$ cat src/rtl/cache_types_pkg.sv
// ---------------------------------------------------------------------------
// cache_types_pkg
// Shared types for the cache miss path: default associativity, the way-index
// type and the miss-controller state encoding.
// ---------------------------------------------------------------------------
package cache_types_pkg;

    // Default associativity of the cache and the matching way-index width.
    localparam int DEFAULT_WAYS  = 8;
    localparam int DEFAULT_WAY_W = $clog2(DEFAULT_WAYS);

    typedef logic [DEFAULT_WAY_W-1:0] way_t;

    typedef enum logic [2:0] {
        S_IDLE      = 3'd0,
        S_LRU_REQ   = 3'd1,
        S_LRU_WAIT  = 3'd2,
        S_WRITEBACK = 3'd3,
        S_FILL      = 3'd4,
        S_DONE      = 3'd5
    } miss_state_e;

endpackage

$ cat src/rtl/first_zero_enc.sv
// ---------------------------------------------------------------------------
// first_zero_enc
// Priority encoder returning the index of the lowest-numbered 0 bit.
//   bits     in   N      vector to search (way valid bits)
//   idx      out  IDX_W  lowest index whose bit is 0 (0 when none)
//   any_zero out  1      at least one bit is 0
// ---------------------------------------------------------------------------
module first_zero_enc #(
    parameter int N     = 8,
    parameter int IDX_W = $clog2(N)
) (
    input  logic [N-1:0]     bits,
    output logic [IDX_W-1:0] idx,
    output logic             any_zero
);

    // Scan from the top down so the lowest zero index is the last one written.
    always_comb begin
        idx      = '0;
        any_zero = ~(&bits);
        for (int i = N - 1; i >= 0; i--) begin
            idx = bits[i] ? idx : IDX_W'(i);
        end
    end

endmodule

$ cat src/rtl/cache_miss_ctrl.sv
// ---------------------------------------------------------------------------
// cache_miss_ctrl
// Miss-handling controller for the set-associative cache. Picks a victim way
// (first invalid way, else the pseudo-LRU way), writes the victim back when
// dirty, fills the line from memory and pulses done to the datapath.
//   clk, rst     clock, synchronous active-high reset
//   miss_req     lookup missed (sampled only in IDLE)
//   way_valid    valid bits of the indexed set
//   way_dirty    dirty bits of the indexed set
//   load_lru     one-cycle request to pseudo_lru
//   lru_valid    pseudo_lru result valid
//   lru_way      pseudo_lru victim way
//   victim_way   registered victim index (array way select)
//   pmem_write   writeback request, held until pmem_resp
//   pmem_read    fill request, held until pmem_resp
//   pmem_resp    memory completion pulse
//   fill_we      write data/tag of victim_way, set valid, clear dirty
//   done         one-cycle completion pulse
// ---------------------------------------------------------------------------
module cache_miss_ctrl
    import cache_types_pkg::*;
#(
    parameter int WAYS  = DEFAULT_WAYS,
    parameter int WAY_W = $clog2(WAYS)
) (
    input  logic             clk,
    input  logic             rst,
    input  logic             miss_req,
    input  logic [WAYS-1:0]  way_valid,
    input  logic [WAYS-1:0]  way_dirty,
    output logic             load_lru,
    input  logic             lru_valid,
    input  logic [WAY_W-1:0] lru_way,
    output logic [WAY_W-1:0] victim_way,
    output logic             pmem_write,
    output logic             pmem_read,
    input  logic             pmem_resp,
    output logic             fill_we,
    output logic             done
);

    miss_state_e      state_r;
    miss_state_e      state_nx_s;
    logic [WAY_W-1:0] victim_nx_s;
    logic [WAY_W-1:0] inv_idx_s;
    logic             inv_any_s;

    first_zero_enc #(
        .N     (WAYS),
        .IDX_W (WAY_W)
    ) u_first_zero (
        .bits     (way_valid),
        .idx      (inv_idx_s),
        .any_zero (inv_any_s)
    );

    // State and victim register; reset abandons any outstanding memory request.
    always_ff @(posedge clk) begin
        if (rst) begin
            state_r    <= S_IDLE;
            victim_way <= '0;
        end else begin
            state_r    <= state_nx_s;
            victim_way <= victim_nx_s;
        end
    end

    // Next-state and victim selection.
    always_comb begin
        state_nx_s  = state_r;
        victim_nx_s = victim_way;
        case (state_r)
            S_IDLE: begin
                if (miss_req) begin
                    if (inv_any_s) begin
                        // An empty way needs neither LRU nor writeback.
                        victim_nx_s = inv_idx_s;
                        state_nx_s  = S_FILL;
                    end else begin
                        state_nx_s  = S_LRU_REQ;
                    end
                end else begin
                    state_nx_s = S_IDLE;
                end
            end
            S_LRU_REQ: begin
                state_nx_s = S_LRU_WAIT;
            end
            S_LRU_WAIT: begin
                if (lru_valid) begin
                    victim_nx_s = lru_way;
                    state_nx_s  = way_dirty[lru_way] ? S_WRITEBACK : S_FILL;
                end else begin
                    state_nx_s = S_LRU_WAIT;
                end
            end
            S_WRITEBACK: begin
                if (pmem_resp) begin
                    state_nx_s = S_FILL;
                end else begin
                    state_nx_s = S_WRITEBACK;
                end
            end
            S_FILL: begin
                if (pmem_resp) begin
                    state_nx_s = S_DONE;
                end else begin
                    state_nx_s = S_FILL;
                end
            end
            S_DONE: begin
                state_nx_s = S_IDLE;
            end
            default: begin
                state_nx_s = S_IDLE;
            end
        endcase
    end

    // Moore outputs from the state register; fill_we also needs the response.
    always_comb begin
        load_lru   = (state_r == S_LRU_REQ);
        pmem_write = (state_r == S_WRITEBACK);
        pmem_read  = (state_r == S_FILL);
        fill_we    = (state_r == S_FILL) & pmem_resp;
        done       = (state_r == S_DONE);
    end

endmodule

$ cat config.mk
export PLATFORM = sky130hd
export DESIGN_NAME = cache_miss_ctrl
export DESIGN_NICKNAME = d
export VERILOG_FILES = /design/src/rtl/cache_types_pkg.sv /design/src/rtl/first_zero_enc.sv /design/src/rtl/cache_miss_ctrl.sv
export SDC_FILE = /design/constraint.sdc
export NUM_CORES = 1
export LEC_CHECK = 0
export BUFFER_PORTS_ARGS = -buffer_cell sky130_fd_sc_hd__buf_2
export CELL_PAD_IN_SITES_DETAIL_PLACEMENT = 1
export CELL_PAD_IN_SITES_GLOBAL_PLACEMENT = 2
export CORE_UTILIZATION = 22
export CTS_BUF_LIST = sky130_fd_sc_hd__clkbuf_8
export CTS_CLUSTER_SIZE = 30
export DETAILED_ROUTE_END_ITERATION = 8
export PLACE_DENSITY = 0.87
export SLEW_MARGIN = 25
export SYNTH_ARGS = -nofsm -noshare
export SYNTH_HDL_FRONTEND = slang
export SYNTH_HIERARCHICAL = 1
export SYNTH_SLANG_ARGS = --single-unit
$ cat constraint.sdc
create_clock -name clk -period 1.5 [get_ports clk]
set_input_delay 0.3 -clock clk [delete_from_list [all_inputs] [get_ports clk]]
set_output_delay 0.3 -clock clk [all_outputs]
set_load 0.05 [all_outputs]
# After elaboration in Yosys (flattened, before gate mapping)
# Cells that the tools add are included.
# Widths: inputs -> output; s select.
[totals] n_memories=0 ramBits=0 mem_bits_ro=0 register_bits=6 latchBits=0 output_inout_bits=8 word_cells=37
[classes] eq_ne=8 n_mul=0 order_cmp=1 mux=21 n_addsub=0 div_mod_pow=0 reduce_logical=4 n_bitwise=1 shift=0
[op_table] op="$mux 3" count=16
[op_table] op="$pmux 3 s5" count=1
[op_table] op="$reduce_and 8->1" count=1
[op_table] op="$eq 3x2->1 const B" count=2
[op_table] op="$eq 3x3->1 const B" count=2
[op_table] op="$ne 2x2->1 const B" count=3
[op_table] op="$pmux 3 s2" count=1
[op_table] op="$lt 3x4->1 const B" count=1
[op_table] op="$reduce_and 4->1" count=1
[op_table] op="$bmux 1 s3" count=1
[op_table] op="$eq 3x1->1 const B" count=1
[op_table] op="$logic_not 3->1" count=1
[op_table] op="$mux 1" count=2
[op_table] op="$reduce_bool 2->1" count=1
[op_table] op="$and 1x1->1" count=1

# Longest topological paths before layout
# Gate-level depths: netlist of the first run.
[depth] ltp_word=11 ltp_mapped=6 depth_no_buf=6

# Hierarchy
# Netlist of the first run, hierarchy kept.
[by_module_without_submodules] module="cache_miss_ctrl" area_each_um2=419.2 cells_per_inst=46 instances=1
[by_module_without_submodules] module="first_zero_enc" area_each_um2=77.6 cells_per_inst=13 instances=1

# Worst setup path after synthesis of the first run
# Ideal clock, no wire load.
[synth_path] path_kind="flip-flop to output port" start="reg state_r[0]" end="out fill_we" arrival_time_ps=1877 slack_ps=-677 path_buffers=0 stages_incl_launch_ff=4 path_cell_list="dfxtp_1 -> or2_2 -> nor2_1 -> and2_1"
[synth_via] elab_chain_cells=2
[synth_rtl] element="from (decl)" line="cache_miss_ctrl.sv:42" rtl="miss_state_e state_r;"
[synth_rtl] element="from (signal assigned)" line="cache_miss_ctrl.sv:63" rtl="state_r <= state_nx_s;"
[synth_rtl] element="$eq 3x3->1"
[synth_rtl] element="named net pmem_read" line="cache_miss_ctrl.sv:36" rtl="output logic pmem_read,"
[synth_rtl] element="$and 1x1->1" line="cache_miss_ctrl.sv:125" rtl="fill_we = (state_r == S_FILL) & pmem_resp;"
[synth_rtl] element="to (decl)" line="cache_miss_ctrl.sv:38" rtl="output logic fill_we,"
# The timed path passes the listed nets, and every way through them passes these cells.

# Worst setup path in the final report of the first run
[layout_path] start="reg state_r[1]" end="out fill_we"
[layout_via] elab_chain_cells=2
[layout_rtl] element="$eq 3x3->1" line="cache_miss_ctrl.sv:125"
[layout_rtl] element="$and 1x1->1" line="cache_miss_ctrl.sv:125"
# Every way passes these cells.

==> results list, run 1 <==
- Status: completed
* CTS max path bufs: 2
- Final core utilization: 43.3%
- Maximum clock frequency: between 600 and 700 MHz
- Buffer count from post-CTS setup fixing: 0
* Share of the synthesized area in the top cell type: 24.2%
- The worst setup path is launched from a flip-flop.
* Sum of negative setup slack: 0 ns
- At the pin with the least slew margin, the transition time is around 0.28 ns.
* Share of flip-flops with an asynchronous set or reset: 0%
* CTS Root Cell: clkbuf_8
- The share of the Yosys chip area taken by registers is 24.2%.
* Sinks on the clock net: 6
- Final-layout fill cell count: 278
- Number of unique standard cell types used by synthesis: 29
- The endpoint identified for the worst register-to-register timing path is victim_way[1].
* Clock Skews: between 0.002 and 0.0025 ns
- Crit path capture type: output port
- Most common cell in the synthesized netlist: nor2_1
- Number of H-tree levels: 1
- Ranked by instance count, the synthesized netlist is headed by nor2_1 (9), dfxtp_1 (6), nand2_1 (6).
- In the routed design, unresolved DRC markers number 0.
- When the netlist entered floorplanning its net count stood at 83.
* Diode insertion count for antenna repair: 0
- After detailed routing, the average wire length per cell comes to 12.9 µm.
* Total standard cell area after synthesis: approximately 500 µm²
- The die covers 2450 µm².
- In this run the tightest slew margin relative to its limit is between 80% and 90%.
- P&R area growth vs syn: 77.8%
- IR analysis of the VDD net gives a maximum drop of ~0.63 mV.
* Post-synthesis average cell area: roughly 8.4 µm²
- The die is 49.5 µm wide.
- Yosys printed 6 warnings.
* Pwr dens: 777 nW/µm²
- Final number of setup-violating endpoints: 0
- Most used DFF post-synth: dfxtp_1
- The total area inside the core boundary comes to 2040 µm².
- In the synthesized netlist, the number of instances is 59.
- The total overflow left after global routing is 0.
* Critical path destination: fill_we
- The post-route netlist has 57.5% of its cells at a drive strength greater than 1.
- After the last flow step, the layout net total stands at 132.
* Crit Path Max Fanout: 4
- Counting the buffers created by CTS gives 3.
* HP Class: in2reg
* I/O pin cnt: 32
- Number of standard cells in the final layout excluding fillers: 133
- Count of buffers from port buffering: 31
- Total number of vias: roughly 640
- Register-to-register path setup slack: between 0.1 and 0.15 ns
- The synthesized design contains 0 enable-type register cells.
- The worst register-to-register path has a depth of 6.
- Antenna-violating nets left: 0
- In the post-synthesis netlist, the biggest area contributors are dfxtp_1 (24%), mux4_2 (9.1%), nor2_1 (6.8%).
- Period utilization: ~100%
* Rows: 16
- Clock latency reported for the late side of the worst-skew pair: between 0.2 and 0.25 ns
* Drt first pass iters: 3
* Maximum number of pins on one net before global-route repair: 7
- The critical path is of the reg2out type.
* Crit path DAT: 1.16 ns
- The first global-routing pass estimated 2800 µm of wire.
- In this run, the number of DRC markers left after iteration 0 of detailed routing was 8.
* Total of hold buffers inserted after clock tree synthesis: 0
* Count of max-cap constraint violations: 0
* Ratio of routed vias to standard cells: 4.83
- For this configuration, the core starts out at a cell density of 24.3%.
- Count of final hold-check violations: 0
* Post-DP HPWL: around 1500 µm
- The critical path starts at state_r[1].
- In this run the vertical extent of the chip is between 40 and 50 µm.
- In the global route stage, overall resource usage came out at 15.2%.
- Clock-pin slew was measured on the worst setup and hold paths at 0.04 ns.
- Data required time at the worst endpoint: 1.20 ns
- TritonCTS built the clock tree.
- The number of antenna violations at the first check in global routing was 0.
- Startpoint of the worst-slack reg-to-reg timing path: state_r[1]
- The number of global-route vias before repair came to 683.
- Number of cells after detailed placement: 130
- Final weighted congestion in routability-driven placement: 0.734
* Sum of internal, switching and leakage power: 0.686 mW
- After synthesis the netlist holds a flip-flop and latch count of 6.
- The number of max-slew violations in the final report was 0.
- Wires add up to 1720 µm.
- Period minus WS final: 1.46 ns
* Post-synth top area cell: dfxtp_1
- For this design the static power due to leakage is 0.398 nW.
-- layout by cell type (no fill, tap or decap), drive strengths merged, types with 2 or more instances in the layout --
cell and n:
a211oi 4, a21boi 3, a21oi 3, buf 44, clkbuf 4, dfxtp 6
inv 2, mux2i 4, mux4 2, nand2 6, nand3 2, nor2 9
nor3b 3, o31a 2
-- how the worst min path moves through the flow --
stage | start | to | slack, ns | depth (start not counted)
6_report | rst | victim_way[2] | 0.30 | 2
5_1_grt | rst | victim_way[2] | 0.31 | 2
2_1_floorplan | rst | victim_way[0] | 0.37 | 1
4_1_cts | rst | victim_way[2] | 0.30 | 2
3_3_place_gp | victim_way[0] | victim_way[0] | 0.49 | 2
3_5_place_dp | victim_way[1] | victim_way[1] | 0.50 | 2
-- sequential cells by signal, summed over array words and instances (netlist names) --
register	cells
state_r	3
victim_way	3
-- layout make-up --
type                            instances  area [µm²]  share of cell area (%)
Multi-Input combinational cell         50         395                    44.8
Timing Repair Buffer                   45         282                    31.9
Sequential cell                         6         124                    14.0
Clock buffer                            3        41.3                    4.67
Tap cell                               27        33.8                    3.82
Inverter                                2        7.51                   0.850
-- critical path, cell delays in order (launching register included) --
cell,delay (ns)
dfxtp_1,0.30
or2_4,0.28
nor2_4,0.08
and2_4,0.15
buf_8,0.13
-- per-layer routing --
| metal | global-route usage [%] | part of all wire (%) | vias up |
|---|---|---|---|
| met5 | 0 | 0 | - |
| met4 | 4.29 | 1.4 | 0 |
| met3 | 5.25 | 6.7 | 2 |
| met2 | 27.6 | 52 | 34 |
| met1 | 16.6 | 40 | 286 |
| li1 | - | - | 320 |
-- stage by stage --
stage	setup WS, ns	hold WS (ns)	area [µm²]
floorplan	-0.421	0.373	512
global placement	-0.0442	0.487	801
detailed placement	-0.0906	0.498	801
CTS	0.0138	0.299	855
global route	-0.00842	0.311	883
finish	0.0353	0.299	883
-- logic make-up after synthesis --
group | synth area share, %
compound gates | 25.9
mux | 19.6
simple gates | 27.7
buf+inv | 2.52
flops | 24.2
-- repair_timing --
action | in CTS | in global routing
pin swaps | 0 | 1
endpoints found under the setup margin | 3 | 3
resized for setup | 5 | 9
hold endpoints to repair | 0 | 0
-- where the power goes --
| part | leakage, nW | internal, mW | switching, mW | total [mW] |
|---|---|---|---|---|
| clock network | 0.0216 | 0.172 | 0.0653 | 0.237 |
| registers | 0.0499 | 0.175 | 0.0131 | 0.188 |
| logic | 0.326 | 0.115 | 0.146 | 0.261 |
| total | 0.398 | 0.462 | 0.224 | 0.686 |
Note: power is estimated with default switching activity, not from simulation.
==> inputs of run 2 (changes only) <==
- CELL_PAD_IN_SITES_DETAIL_PLACEMENT: 1 -> 0
- CELL_PAD_IN_SITES_GLOBAL_PLACEMENT: 2 -> 1
- CORE_UTILIZATION: 22 -> 29
- PLACE_DENSITY: 0.87 -> 0.88
- SYNTH_HIERARCHICAL: 1 -> not set
==> results list, run 2 <==
- Global-route wire length before repair: 2080 µm (was 2800 µm)
- Count of pins over their slew limit: 0 (unchanged)
- The maximum level of the CTS H-tree is 1 (unchanged).
- The count of synthesis-stage warnings from yosys was 0 (was 6).
* Crit Path Max Fanout: 8 (was 4)
* Sinks on the clock net: 6 (unchanged)
- Final-layout fill cell count: 155 (was 278)
- The effective utilization at floorplan came to 31.5% (was 24.3%).
* CTS Root Cell: clkbuf_8 (unchanged)
- The number of nets at the end of the flow was 121 (was 132).
- Core area: 1540 µm² (was 2040 µm²)
* Crit path DAT: 1.50 ns (was 1.16 ns)
- The cell area power density was 862 nW/µm² (was 777 nW/µm²).
- The register area is 124 µm² (unchanged).
* Count of final hold-check violations: 0 (unchanged)
- Number of flops mapped to enable cells by yosys: 0 (unchanged)
* GRT Overall Usage: 14.6% (was 15.2%)
- The final non-filler cell area is 751 µm² (was 883 µm²).
- The worst setup skew after layout was 0.000949 ns (was 0.00213 ns).
- List of most frequent post-synthesis cells: dfxtp_1 (6), nor2_1 (6), nand2_1 (5) (was nor2_1 (9), dfxtp_1 (6), nand2_1 (6))
- The worst endpoint required time was 1.59 ns (was 1.20 ns).
- The number of instances in the synthesized netlist came to 57 (was 59).
- The critical path class was reg2reg (was reg2out).
* Largest regs: state_r x3, victim_way x3 (unchanged)
* CTS max path bufs: 2 (unchanged)
- Total clock buffers created by CTS: 3 (unchanged)
- The residual DRC count is 0 (unchanged).
* GRT Residual Overflow: 0 (unchanged)
- The height of the die was 42.9 µm (was 49.5 µm).
* Final weighted congestion in routability-driven placement: 0.777 (was 0.734)
- HP Class: in2reg (unchanged)
* Routed len/inst: 11.9 µm (was 12.9 µm)
- Count of max-cap constraint violations: 0 (unchanged)
- The post-synthesis area per instance was 8.52 µm² (was 8.42 µm²).
- Fraction of the yosys area taken by sequential cells: 24.7% (was 24.2%)
- The pin count of the biggest net entering global routing was 10 (was 7).
- Commonest cells after routing, fill and taps aside: buf_2 (29), nor2_1 (6), nand2_1 (5), buf_4 (4) (was buf_2 (27), buf_4 (15), nor2_1 (7), nand2_1 (6), dfxtp_1 (5)).
* Count of state elements after synthesis: 6 (unchanged)
- The maximum clock frequency came to 709 MHz (was 683 MHz).
- The number of cell rows was 14 (was 16).
- Share of flip-flops with an asynchronous set or reset: 0% (unchanged)
* Drt first pass iters: 4 (was 3)
* Final core utilization: 48.7% (was 43.3%)
- The total nets after synthesis was 81 (was 83).
- The dominant register cell in the synthesized netlist is dfxtp_1 (unchanged).
- The number of global-route vias before repair was 550 (was 683).
- The static leakage is 0.364 nW (was 0.398 nW).
- The relative slew slack is 80.6% (was 80.9%).
- Crit path capture type: flip-flop (was output port)
- The minimum clock period after layout came to 1.41 ns (was 1.46 ns).
* Kind of launch point of the worst setup path: flip-flop (unchanged)
- The count of nets left with antenna violations after detail routing was 0 (unchanged).
- Post-DP HPWL: 1080 µm (was 1460 µm)
- Status: completed (unchanged).
- Antenna violations before repair: 0 (unchanged)
* Clock latency reported for the late side of the worst-skew pair: 0.22 ns (about the same)
* Worst supply voltage drop on vdd: 0.729 mV (was 0.633 mV)
- The layout overhead on the synthesized area came to 54.6% (was 77.8%).
* Final number of setup-violating endpoints: 0 (unchanged)
* Reg clk slew, reported paths: 0.04 ns (about the same)
- The top cell type by total area after synthesis is dfxtp_1 (unchanged).
- The number of distinct standard cells referenced by the synthesized netlist came to 30 (was 29).
* Total number of vias: 610 (was 642)
* Total of hold buffers inserted after clock tree synthesis: 0 (unchanged)
- Buffer count from post-CTS setup fixing: 0 (unchanged)
* Leading cell type in the layout, fill and taps excluded: buf_2 (unchanged)
- Multi-input combinational cell area: 368 µm² (was 395 µm²)
- The die area was 1840 µm² (was 2450 µm²).
- # resized after CTS: 0 (was 5)
* Placement-stage cell area: 696 µm² (was 801 µm²)
- The chip width came to 42.9 µm (was 49.5 µm).
* Register-to-register path setup slack: 0.09 ns (was 0.13 ns)
- The total wirelength of the detailed-routed design is 1320 µm (was 1720 µm).
- Leading cell types by total area after synthesis: dfxtp_1 (25%), mux4_1 (11%), a221oi_1 (5.4%) (was dfxtp_1 (24%), mux4_2 (9.1%), nor2_1 (6.8%))
- The share of final-layout standard cells stronger than drive strength 1 is 49.5% (was 57.5%).
- Total standard cell area after synthesis: 485 µm² (was 497 µm²)
- Clock tree from TritonCTS: built (unchanged)
* Iteration-0 DRC count of the detailed router: 22 (was 8)
- Ratio of routed vias to standard cells: 5.50 (was 4.83)
- The count of antenna diodes in the layout was 0 (unchanged).
- I/O pin cnt: 32 (unchanged)
- The number of buffers added on ports is 31 (unchanged).
* Period utilization: 94.0% (was 97.6%)
- Share of the synthesized area in the top cell type: 24.7% (was 24.2%)
- The pin slew with the least headroom to its limit is 0.290 ns (was 0.284 ns).
run 2: layout make-up:
| cell class | count | share of cell area [%] |
|---|---|---|
| Timing Repair Buffer | 35 | 25.3 |
| Clock buffer | 3 | 5.50 |
| Tap cell | 16 | 2.67 |
| Inverter | 2 | 1.00 |
| Sequential cell | 6 | 16.5 |
| Multi-Input combinational cell | 49 | 49.0 |
run 2: final timing paths:
kind,from,endpoint,cells after the start
max reg2reg,state_r[1],victim_way[1],4
max,state_r[1],victim_way[1],4
min reg2reg,victim_way[0],victim_way[0],2
min,rst,victim_way[2],2
run 2: per-layer routing:
metal	vias up	routed length, µm	GRT usage (%)
met5	-	0	0
met4	0	0	1.88
met3	0	89	5.11
met2	24	611	23.9
met1	278	622	19.0
li1	308	-	-
run 2: worst max-delay path, stage by stage, from the launching register on:
cell       delay, ns
dfxtp_2         0.38
or3b_2          0.50
nand3_1         0.11
a2bb2oi_1       0.18
a221oi_1        0.11
run 2: where the power goes:
group          leakage (nW)  switching (mW)  internal (mW)
registers            0.0505          0.0167          0.178
logic                 0.292           0.129         0.0866
clock network        0.0216          0.0651          0.172
total                 0.364           0.211          0.436
run 2: cells by family (layout without fill, tap and decap cells):
group	Yosys count	in the layout	share of synthesized area [%]
AND/OR/NAND/NOR	29	29	34.8
AO/OA/AOI/OAI	17	17	26.0
flip-flops	6	6	24.7
multiplexers	3	3	12.9
buffers and inverters	2	40	1.55
run 2: per-stage QoR:
step	power (mW)	worst slack (ns)	cells	hold slack [ns]	setup TNS (ns)
4_1_cts	0.642	0.0342	111	0.296	0
3_5_place_dp	0.406	-0.0318	108	0.517	-0.0576
6_report	0.647	0.0898	111	0.300	0
2_1_floorplan	0.328	0.0591	57	0.373	0
5_1_grt	0.686	-0.00173	111	0.303	-0.00173
3_3_place_gp	0.404	0.0121	108	0.508	0
